==> src/rtl/stopwatch_ctrl.sv <==
// Stopwatch control FSM: button events to count enable, clear and lap freeze.
// Also selects the BCD word driven to the 4-digit display.
module stopwatch_ctrl #(
  parameter int unsigned LONG_MS     = 1000,
  parameter bit          STOP_ON_OVF = 1'b1,
  parameter logic [15:0] OVF_DISP    = 16'h9999
) (
  input  logic        clk,
  input  logic        RESET_n,
  input  logic        ce1ms,
  input  logic        ss_p,
  input  logic        lap_lvl,
  input  logic [15:0] time_in,
  input  logic        ovf,
  output logic        EN,
  output logic        CLR,
  output logic [15:0] disp_dat,
  output logic        lap_act,
  output logic [2:0]  state
);

  typedef enum logic [2:0] {
    S_IDLE  = 3'd0,
    S_RUN   = 3'd1,
    S_PAUSE = 3'd2,
    S_LAP   = 3'd3,
    S_OVF   = 3'd4
  } state_e;

  localparam logic [15:0] LONG_V = 16'(LONG_MS);
  localparam logic [15:0] LAST_V = 16'(LONG_MS - 1);

  state_e      st_q, st_d;
  logic [15:0] hold_q, hold_d;
  logic        lap_dly_q;
  logic [15:0] lap_q, lap_d;
  logic [15:0] disp_q, disp_d;
  logic        en_q, en_d;
  logic        clr_q, clr_d;
  logic        lact_q, lact_d;

  logic        long_ev;
  logic        short_ev;
  logic        ovf_ev;
  logic        running;

  // Press length in ms; saturates so a long press fires only once.
  always_comb begin
    hold_d = hold_q;
    if (!lap_lvl) begin
      hold_d = '0;
    end else if (ce1ms && (hold_q < LONG_V)) begin
      hold_d = hold_q + 16'd1;
    end
  end

  assign running  = (st_q == S_RUN) || (st_q == S_LAP);
  assign long_ev  = lap_lvl & ce1ms & (hold_q == LAST_V);
  assign short_ev = lap_dly_q & ~lap_lvl & (hold_q < LONG_V);
  assign ovf_ev   = STOP_ON_OVF & ovf & running;

  always_comb begin
    st_d  = st_q;
    lap_d = lap_q;
    if (long_ev) begin
      st_d = S_IDLE;
    end else if (ovf_ev) begin
      st_d = S_OVF;
    end else begin
      unique case (st_q)
        S_IDLE: begin
          if (ss_p) st_d = S_RUN;
        end
        S_RUN: begin
          if (ss_p) begin
            st_d = S_PAUSE;
          end else if (short_ev) begin
            st_d  = S_LAP;
            lap_d = time_in;
          end
        end
        S_LAP: begin
          if (ss_p) begin
            st_d = S_PAUSE;
          end else if (short_ev) begin
            st_d = S_RUN;
          end
        end
        S_PAUSE: begin
          if (ss_p) st_d = S_RUN;
        end
        S_OVF: begin
          st_d = S_OVF;
        end
        default: begin
          st_d = S_IDLE;
        end
      endcase
    end
  end

  // Outputs are decoded from the next state so they move with state.
  always_comb begin
    en_d   = (st_d == S_RUN) || (st_d == S_LAP);
    clr_d  = long_ev;
    lact_d = (st_d == S_LAP);
    disp_d = time_in;
    unique case (1'b1)
      (st_d == S_LAP): disp_d = lap_d;
      (st_d == S_OVF): disp_d = OVF_DISP;
      default:         disp_d = time_in;
    endcase
  end

  always_ff @(posedge clk or negedge RESET_n) begin
    if (!RESET_n) begin
      st_q      <= S_IDLE;
      hold_q    <= '0;
      lap_dly_q <= 1'b0;
      lap_q     <= '0;
      disp_q    <= '0;
      en_q      <= 1'b0;
      clr_q     <= 1'b0;
      lact_q    <= 1'b0;
    end else begin
      st_q      <= st_d;
      hold_q    <= hold_d;
      lap_dly_q <= lap_lvl;
      lap_q     <= lap_d;
      disp_q    <= disp_d;
      en_q      <= en_d;
      clr_q     <= clr_d;
      lact_q    <= lact_d;
    end
  end

  assign EN       = en_q;
  assign CLR      = clr_q;
  assign disp_dat = disp_q;
  assign lap_act  = lact_q;
  assign state    = st_q;

endmodule

==> config.mk <==
export PLATFORM = sky130hd
export DESIGN_NAME = stopwatch_ctrl
export DESIGN_NICKNAME = d
export VERILOG_FILES = /design/src/rtl/stopwatch_ctrl.sv
export SDC_FILE = /design/constraint.sdc
export NUM_CORES = 1
export LEC_CHECK = 0
export CAP_MARGIN = 20
export CORE_UTILIZATION = 45
export CTS_CLUSTER_DIAMETER = 40
export DETAILED_ROUTE_END_ITERATION = 7
export GPL_TIMING_DRIVEN = 1
export HOLD_SLACK_MARGIN = 0.08
export PLACE_DENSITY = 0.69
export SYNTH_ARGS = -nofsm -noshare
export SYNTH_HDL_FRONTEND = slang
export SYNTH_SLANG_ARGS = --single-unit
==> constraint.sdc <==
create_clock -name clk -period 6.7 [get_ports clk]
set_input_delay 1.34 -clock clk [delete_from_list [all_inputs] [get_ports clk]]
set_output_delay 1.34 -clock clk [all_outputs]
set_load 0.005 [all_outputs]
==> flow_summary.ini, run 1 <==
[die]
rows = 26
ios = 44
die_h_um = 76.2
die_width_um = 76.2
dieArea_mm2 = 0.00580
core_area_mm2 = 0.00520
initial_core_util = 0.475

[critical_path]
crit_fanout = 20
reg2reg_slack_ps = 4220
crit_required_ps = 6900
cp-start-kind = input pin
crit_type = in -> reg
end_kind = flip-flop
arrival_ps = 3890

[finish]
diodes = 0
area_growth_pct = 24.2
drive_above_1_share = 0.168
num-fill-cells = 485
layout.nets = 272
fin_cells = 320
multi_input_area_mm2 = 0.00104
regArea_mm2 = 0.00138

[sta]
setup_ws_ps = 3010
hold_ws_ps = 514
setup_viol = 0
setup_tns_ps = 0
slew_headroom = 0.352
fmax_mhz = 271
worstMarginPinSlew_ps = 972
final.period_utilization = 0.550
rsz0062_at_grt = false
hold_viol_final = 0
period_needed_ps = 3690
clock_skew_ps = 11.2
drv_slew = 0

[global_route]
grt_max_degree = 56
grt_antenna_before_repair = 0
gr-total-overflow = 0
grt_pass1_vias = 1560
grt_pass1_wl_um = 7510
grt_use_total = 0.166

[logic_synthesis]
synth-simple-area-share = 0.178
synth_top_area_frac = 0.556
synthMostInstantiatedCell = dfrtp_1
synth_compound_area_frac = 0.0667
synth_largest_area_cell = dfrtp_1
synth_area_leaders = dfrtp_1, mux2_2, mux2i_1
synthCells = 203
synthMuxAreaShare = 0.149
syn_area_mm2 = 0.00247
synth-xor-area-share = 0.0212
synth_enable_flop_cells = 0
synthAdderAreaFrac = 0.00506
synth_cell_types = 43
synthesis.nets = 226
ys_ff_latch = 55
synth_top_family_by_area = simple AND/OR/NAND/NOR gates
async_reset_ff_frac = 1.00
avgSynthCellArea_um2 = 12.2
synth_seq_area_share = 0.556
yosysWarnings = 0
synth_top_flop_cell = dfrtp_1
synth_common_cells = dfrtp_1, mux2_2, nor2_1

[placed_design]
gp_congestion = 0.750
io_buffers = 43
hpwl_um = 2920
dp_worst_setup_slack_ps = 2670
dpl.cell_count = 312

[routing]
drtIter0Drc = 127
wire_per_inst_um = 13.6
wl_met1_um = 2090
routed_wl_um = 4340
vias_per_cell = 5.05
ant_nets = 0
firstDrtPassIters = 4
drc = 0
via_count = 1617
top_layer = met4
dr_wl_met2_um = 1940
met3_wirelength_um = 233

[pwr]
p_leak_nw = 1.33
p_per_area_mw_per_mm2 = 318
finalPower_mw = 0.977
ir_drop_uv = 201

[clock_tree]
clock_latency_ps = 320
cts_tree = yes
cts_sinks = 55
clockRootBuffer = clkbuf_8
clkSlewWorstSetupHoldPaths_ps = 100
postCtsHoldBufs = 0
post_cts_buffers = 0
ctsResizeCount = 0
htree_levels = 2
cts_made_buffers = 5
clockBufferDepth = 2

[outcome]
outcome = finished clean

[flow_run]
drv_cap = 0

[min_path]
min-delay-path-class = reg -> reg
==> layer usage <==
| layer | vias up | GRT usage |
|---|---|---|
| li1 | 797 | - |
| met1 | 777 | 0.231 |
| met2 | 36 | 0.242 |
| met3 | 7 | 0.0479 |
| met4 | 0 | 0.0712 |
| met5 | - | 0 |
==> per-stage QoR <==
step / cell area (µm²) / util
after floorplan: 2470 / -
after global placement: 2970 / 0.571
after detailed placement: 2970 / 0.571
after CTS: 3070 / 0.591
after global routing: 3070 / 0.591
final: 3070 / 0.591
==> worst max-delay path: stages <==
cell and delay (ps):
clkdlybuf4s50_1 710, nor4b_2 360, o211ai_2 180, a21o_1 250, a2111oi_4 330, buf_4 330
mux2_2 380
==> report_power, final <==
group	internal, mW	switching [mW]
clock	0.0867	0.111
combinational	0.190	0.124
sequential	0.419	0.0452
==> flip-flops by register name, indices dropped and copies added, names as in the netlist <==
name / count
CLR: 1
EN: 1
disp_dat: 16
lap_dly_q: 1
hold_q: 16
state: 3
lap_q: 16
lap_act: 1
==> layout by cell type (no fill, tap or decap), drive strengths merged, types with 3 or more instances in the layout <==
master         Yosys  layout
nand2              7       7
o21ai              5       5
clkdlybuf4s50      0      42
xnor2              4       4
nor2              22      22
dfrtp             55      55
mux2              24      24
mux2i              9       9
buf                3       4
nor4               3       3
nand3              5       5
nor2b             12      12
clkbuf             4       6
inv                6       8
and2               9       9
==> area by class of cell <==
cell class / count / area share
inverter: 6 / 0.00733
tap: 70 / 0.0285
multi-input combinational: 135 / 0.338
clock inverter: 2 / 0.00570
timing repair buffer: 46 / 0.146
clock buffer: 6 / 0.0269
sequential: 55 / 0.448
==> path summary, 6_finish.rpt <==
check,endpoint,from,cells past startpoint
worst max-delay path,disp_dat[10],lap_lvl,7
worst min-delay path,disp_dat[14],lap_q[14],1
worst max register to register,disp_dat[13],hold_q[11],7
worst min register to register,disp_dat[14],lap_q[14],1
max in group asynchronous,hold_q[6],RESET_n,2
min in group asynchronous,disp_dat[11],RESET_n,2
==> cells by family after synthesis <==
logic type / Yosys count
compound gates: 20
xor+xnor: 6
fa+ha+maj: 1
buf+inv: 13
flops: 55
mux: 33
simple gates: 75
Note: power is estimated with default switching activity, not from simulation.
==> run 2, diff against run 1 <==
- clock period: 6.7 -> 3.6 ns (I/O delays scaled with it)
==> flow_summary.ini, run 2 (synthesis results as in run 1) <==
[finish]
fin_util = 0.591
area_growth_pct = 24.2
multi_input_area_mm2 = 0.00104
diodes = 0
layout.nets = 274
final_cell_area_mm2 = 0.00307
drive_above_1_share = 0.171
final_cell_mix = dfrtp_1, clkdlybuf4s50_1, nor2_1, mux2_2, nor2b_1
final_common_cell = dfrtp_1
regArea_mm2 = 0.00138
num-fill-cells = 458

[sta]
slew_headroom = 0.288
clock_skew_ps = 6.73
hold_viol_final = 0
final.period_utilization = 0.871
rsz0062_at_grt = false
worstMarginPinSlew_ps = 1070
drv_slew = 0
setup_tns_ps = 0
fmax_mhz = 319
setup_viol = 0
period_needed_ps = 3130

[critical_path]
arrival_ps = 3360
crit_fanout = 13
crit_required_ps = 3830
crit_type = in -> reg
end_kind = flip-flop
cp-start-kind = input pin

[placed_design]
io_buffers = 43
gp_congestion = 0.796
place_area_mm2 = 0.00299
hpwl_um = 3050

[global_route]
grt_antenna_before_repair = 0
grt_use_total = 0.166
grt_pass1_vias = 1630
grt_max_degree = 36
gr-total-overflow = 0
grt_pass1_wl_um = 7620

[clock_tree]
cts_sinks = 55
htree_levels = 2
post_cts_buffers = 0
cts_made_buffers = 5
clockRootBuffer = clkbuf_8
clock_latency_ps = 300
ctsResizeCount = 0
cts_tree = yes
postCtsHoldBufs = 0
clkSlewWorstSetupHoldPaths_ps = 100
clockBufferDepth = 2

[routing]
vias_per_cell = 5.04
firstDrtPassIters = 4
routed_wl_um = 4380
drc = 0
drtIter0Drc = 80
wire_per_inst_um = 13.6
ant_nets = 0
via_count = 1624

[pwr]
p_leak_nw = 1.33
p_per_area_mw_per_mm2 = 579
ir_drop_uv = 339

[die]
rows = 26
die_h_um = 76.2
initial_core_util = 0.475
ios = 44
dieArea_mm2 = 0.00580
die_width_um = 76.2
core_area_mm2 = 0.00520

[flow_run]
drv_cap = 0

[min_path]
min-delay-path-class = in -> async

[outcome]
outcome = finished clean
## run 2: report_power, final
group	switching [mW]	leakage (nW)	internal [mW]	total [mW]
sequential	0.0790	0.709	0.781	0.860
clock	0.194	0.0412	0.136	0.330
combinational	0.233	0.576	0.356	0.589
total	0.506	1.33	1.27	1.78
## run 2: through the flow
step | cells | setup slack [ps] | hold WS [ps] | power [mW]
after floorplan | 203 | 920 | 424 | 1.17
after global placement | 314 | 194 | 486 | 1.46
after detailed placement | 314 | 109 | 492 | 1.47
after CTS | 322 | 425 | 510 | 1.81
after global routing | 322 | 334 | 526 | 1.90
final | 322 | 466 | 483 | 1.78
## run 2: per-layer routing
layer	wire [µm]	up-vias	GRT usage	share of wire
met5	0	-	0	0
met4	65	0	0.0635	0.015
met3	198	6	0.0371	0.045
met2	2130	31	0.288	0.48
met1	1990	789	0.202	0.45
li1	-	798	-	-
## run 2: path summary, 6_finish.rpt
check	from	end	slack [ps]	cells past startpoint
worst max register to register	hold_q[15]	disp_dat[11]	800	6
worst min register to register	lap_q[10]	lap_q[10]	510	1
max in group asynchronous	RESET_n	disp_dat[12]	2360	2
worst min-delay path	RESET_n	hold_q[11]	480	1
min in group clk	lap_q[10]	lap_q[10]	510	1
worst max-delay path	lap_lvl	disp_dat[11]	470	7
## run 2: critical path, stage by stage
cell and delay (ps):
clkdlybuf4s50_1 440, nor4b_2 270, o211ai_2 190, a21o_1 260, a2111oi_4 980, buf_4 290
mux2i_1 200
## run 2: layout make-up
type	instances	share of cell area
inverters	6	0.00733
well taps	70	0.0285
repair buffers	48	0.151
clock buffers	6	0.0236
clock inverters	2	0.00407
multi-input cells	135	0.338
flip-flops and latches	55	0.448
==> run 3, diff against run 2 <==
- SLEW_MARGIN: default -> 20
==> results of run 3 <==
The final DEF is identical to that of run 2; final timing and power are the same.
